File: src/rtl/serial_deserializer.sv
// Serial-to-parallel front end for the byte queue: assembles WIDTH strobed bits
// into a word, then holds it (back-pressuring the source) until the queue takes it.
module serial_deserializer #(
    parameter int WIDTH     = 8,
    parameter bit MSB_FIRST = 1'b1
) (
    input  logic                         clock_1MHz,
    input  logic                         rst,
    input  logic                         data_in,
    input  logic                         write_in,
    input  logic                         queue_full_in,
    output logic                         status_out,
    output logic                         enqueue_out,
    output logic [WIDTH-1:0]             data_out,
    output logic                         overrun_out,
    output logic [$clog2(WIDTH+1)-1:0]   bit_count_out
);

    localparam int CW = $clog2(WIDTH + 1);
    localparam logic [CW-1:0] LAST_BIT = CW'(WIDTH - 1);

    typedef enum logic {ACCEPT = 1'b0, HOLD = 1'b1} state_t;

    state_t           state, state_next;
    logic [WIDTH-1:0] shift_reg;
    logic             accept_bit;
    logic             word_done;

    function automatic logic [WIDTH-1:0] shift_in(input logic [WIDTH-1:0] cur, input logic b);
        if (MSB_FIRST)
            return {cur[WIDTH-2:0], b};
        else
            return {b, cur[WIDTH-1:1]};
    endfunction

    assign accept_bit = (state == ACCEPT) && write_in;
    assign word_done  = accept_bit && (bit_count_out == LAST_BIT);

    always_ff @(posedge clock_1MHz or negedge rst) begin
        if (!rst)
            state <= ACCEPT;
        else
            state <= state_next;
    end

    always_comb begin
        state_next = state;
        case (state)
            ACCEPT: if (word_done) state_next = HOLD;
            HOLD:   if (!queue_full_in) state_next = ACCEPT;
            default: state_next = ACCEPT;
        endcase
    end

    always_comb begin
        status_out = (state == ACCEPT);
    end

    // Datapath: shift/count in ACCEPT, word capture on the last bit, push pulse out of HOLD.
    always_ff @(posedge clock_1MHz or negedge rst) begin
        if (!rst) begin
            shift_reg     <= '0;
            bit_count_out <= '0;
            data_out      <= '0;
            enqueue_out   <= 1'b0;
            overrun_out   <= 1'b0;
        end else begin
            enqueue_out <= (state == HOLD) && !queue_full_in;
            if ((state == HOLD) && write_in)
                overrun_out <= 1'b1;
            if (accept_bit) begin
                shift_reg <= shift_in(shift_reg, data_in);
                if (word_done) begin
                    data_out      <= shift_in(shift_reg, data_in);
                    bit_count_out <= '0;
                end else begin
                    bit_count_out <= bit_count_out + 1'b1;
                end
            end
        end
    end

endmodule
File: config.mk
export PLATFORM = sky130hd
export DESIGN_NAME = serial_deserializer
export DESIGN_NICKNAME = d
export VERILOG_FILES = /design/src/rtl/serial_deserializer.sv
export SDC_FILE = /design/constraint.sdc
export NUM_CORES = 1
export LEC_CHECK = 0
export BUFFER_PORTS_ARGS = -buffer_cell sky130_fd_sc_hd__buf_4
export CAP_MARGIN = 25
export CORE_AREA = 2 2 54 56
export CTS_CLUSTER_SIZE = 40
export DETAILED_ROUTE_END_ITERATION = 7
export DIE_AREA = 0 0 56 58
export PLACE_DENSITY = 0.63
export SYNTH_ARGS = -nofsm -noshare
export SYNTH_HDL_FRONTEND = slang
export SYNTH_SLANG_ARGS = --single-unit
File: constraint.sdc
create_clock -name clock_1MHz -period 1.4 [get_ports clock_1MHz]
set_input_delay 0.21 -clock clock_1MHz [delete_from_list [all_inputs] [get_ports clock_1MHz]]
set_output_delay 0.21 -clock clock_1MHz [all_outputs]
set_load 0.01 [all_outputs]
==> impl_metrics.py <==
metrics = {
    "run_status": {
        "status": "completed",
    },
    "worst_setup_path": {
        "crit_arrival_ps": 1550,
        "cp_data_required_time_ps": 1600,
        "r2r_end": "data_out[3]$_DFFE_PN0P_",
        "end_kind": "flop",
        "r2r-start": "bit_count_out[0]$_DFFE_PN0P_",
        "slowest_delay_ps": 370,
        "cp_slowest_cell": "dfrtp_1",
        "rrSetupSlack_ps": 50,
        "critical_path_class": "reg -> reg",
        "crit_path_cell_trace": "ha_2 > and4b_1 > buf_12 > mux2_4",
        "cp-start-kind": "flop",
        "r2r_cells": 4,
        "crit_fanout": 10,
    },
    "clock_network": {
        "cts_buffer_depth": 2,
        "cts_buffers": 3,
        "clkLatencyLatePin_ps": 300,
        "cts_num_sinks": 22,
        "htreeDepth": 1,
        "path_clk_slew_ps": 110,
        "tritoncts": "built",
        "cts-root-buf": "clkbuf_4",
        "post_cts_buffers": 0,
    },
    "detailed_routing": {
        "totalWireLength_mm": 1.38,
        "drc_errors": 0,
        "wl_per_cell_um": 12.3,
        "via_per_inst": 4.55,
        "first_pass_iters": 3,
        "ant_nets": 0,
        "vias": 510,
        "drtIter0Drc": 3,
    },
    "synthesis": {
        "ys_seq_area_frac": 0.624,
        "synthXorXnorAreaFrac": 0.00993,
        "yosys_warnings": 0,
        "synth_area_leaders": "dfrtp_1, mux2_4, mux2_2, a21o_1, ha_1",
        "synth_top_family_by_area": "multiplexers",
        "synth_compound_area_frac": 0.0227,
        "synth_nets": 61,
        "synth_mux_area_frac": 0.251,
        "yosysTopAreaCellShare": 0.624,
        "synth-simple-area-share": 0.0553,
        "synth.distinct_cells": 16,
        "ys_ff_latch": 22,
        "synthCells": 55,
        "netlist_area_um2": 882,
        "synth_area_leader_cell": "dfrtp_1",
        "synth.avg_cell_area_um2": 16.0,
        "synth_adder_area_share": 0.0142,
    },
    "min_path": {
        "holdCritStartpoint": "queue_full_in",
        "hold_class": "in -> reg",
        "holdPathEnd": "enqueue_out$_DFF_PN0_",
        "min_path_cells": 2,
    },
    "run": {
        "max_cap_violations": 0,
    },
    "final_layout": {
        "mostFrequentLayoutCells": "buf_4, dfrtp_1, mux2_2",
        "post-route-util": 0.425,
        "finalNonFillerCells": 112,
        "final_area_um2": 1130,
        "fin_nets": 89,
        "insertedDiodeCount": 0,
        "area_growth_pct": 28.4,
        "layout_commonest_cell": "buf_4",
        "layout-drive-gt1-share": 0.568,
        "largest_reg_flops": 8,
    },
    "global_routing": {
        "grt_max_degree": 23,
        "grt_pass1_vias": 521,
        "antenna_found_initial": 0,
        "track_usage": 0.0953,
        "overflow": 0,
        "grt_pass1_wl_mm": 2.37,
    },
    "placed_design": {
        "dp.cells": 108,
        "dp_hpwl_mm": 1.00,
        "place_area_um2": 1100,
        "io_buffers": 19,
        "gp_congestion": 0.663,
    },
    "timing": {
        "period_needed_ps": 1350,
        "finClkSkew_ps": 2.28,
        "max_freq_ghz": 0.741,
        "finalSetupViolCount": 0,
        "worstMarginPinSlew_ps": 275,
        "hold_violations": 0,
        "finalSetupTns_ps": 0,
        "finalCritPeriodShare": 0.964,
        "slew_headroom": 0.816,
        "drv_slew": 0,
        "rsz0062_at_grt": "true",
    },
    "die": {
        "die_h_um": 58,
        "start_util": 0.331,
        "ios": 20,
        "dieArea_um2": 3250,
        "core_um2": 2660,
        "rows": 19,
        "die_w_um": 56,
    },
    "power_and_ir_drop": {
        "p_per_area_nw_per_um2": 2120,
        "leakage_nw": 0.542,
        "ir_drop_uv": 983,
    },
}
## critical path, delay by kind of cell, from the launching register on
family / cells / cell delay (ps)
flops: 1 / 370
mux: 1 / 300
simple gates: 1 / 230
fa+ha+maj: 1 / 190
buf+inv: 1 / 150
## Yosys cell counts
library cell and count:
dfrtp_1 22, mux2_2 9, mux2_4 8, a21o_1 2, nand2b_1 2, nor2_1 2
and4b_1 1, buf_2 1, buf_6 1, ha_1 1, inv_1 1, nand2_1 1
nand4_1 1, nor2b_2 1, o21ai_0 1, xnor2_1 1
## layer usage
| layer | GRT usage | up-vias | share of wire |
|---|---|---|---|
| li1 | - | 242 | - |
| met5 | 0 | - | 0 |
| met2 | 0.148 | 16 | 0.49 |
| met4 | 0.0102 | 0 | 0 |
| met3 | 0.0513 | 0 | 0.075 |
| met1 | 0.123 | 252 | 0.43 |
## per-stage QoR
step	hold WS [ps]	power, W	worst slack, ps
finish	51.5	0.00240	51.1
floorplan	-85.6	0.00166	0.150
global placement	112	0.00213	38.2
global route	34.3	0.00258	-20.8
CTS	39.0	0.00244	11.9
detailed placement	116	0.00216	17.7
## power by group
group | internal (W) | switching, W | leakage, nW
Combinational | 0.000655 | 0.000354 | 0.261
Sequential | 0.000924 | 0.000187 | 0.267
Clock | 0.000100 | 0.000179 | 0.0138
## how the worst max path moves through the flow
stage                              endpoint                    startpoint  slack [ps]
floorplan           data_out[0]$_DFFE_PN0P_  bit_count_out[0]$_DFFE_PN0P_         0.2
global placement    data_out[4]$_DFFE_PN0P_  bit_count_out[0]$_DFFE_PN0P_          40
detailed placement  data_out[1]$_DFFE_PN0P_  bit_count_out[0]$_DFFE_PN0P_          20
CTS                 data_out[1]$_DFFE_PN0P_  bit_count_out[0]$_DFFE_PN0P_          10
global route        data_out[4]$_DFFE_PN0P_  bit_count_out[0]$_DFFE_PN0P_         -20
finish              data_out[3]$_DFFE_PN0P_  bit_count_out[0]$_DFFE_PN0P_          50
## cell type report
cell class,instances,area [um2]
fill,259,1530
sequential,22,551
multi-input combinational,30,314
timing repair buffer,25,203
tap,31,38.8
clock buffer,3,22.5
inverter,1,3.75
## cells by family (layout without fill, tap and decap cells)
family / after synthesis / after routing
adder cells (fa/ha/maj): 1 / 1
XOR/XNOR: 1 / 1
buffers and inverters: 3 / 29
AND/OR/NAND/NOR: 8 / 8
flip-flops: 22 / 22
multiplexers: 17 / 17
AO/OA/AOI/OAI: 3 / 3
## what timing repair did
| item | CTS | global route |
|---|---|---|
| gates resized for setup | 0 | 1 |
| endpoints found under the setup margin | 3 | 8 |
| pin swaps | 1 | 0 |
| hold buffers | 1 | 0 |
| endpoints found under the hold margin | 22 | 0 |
Power figures use the tool's default switching activity.
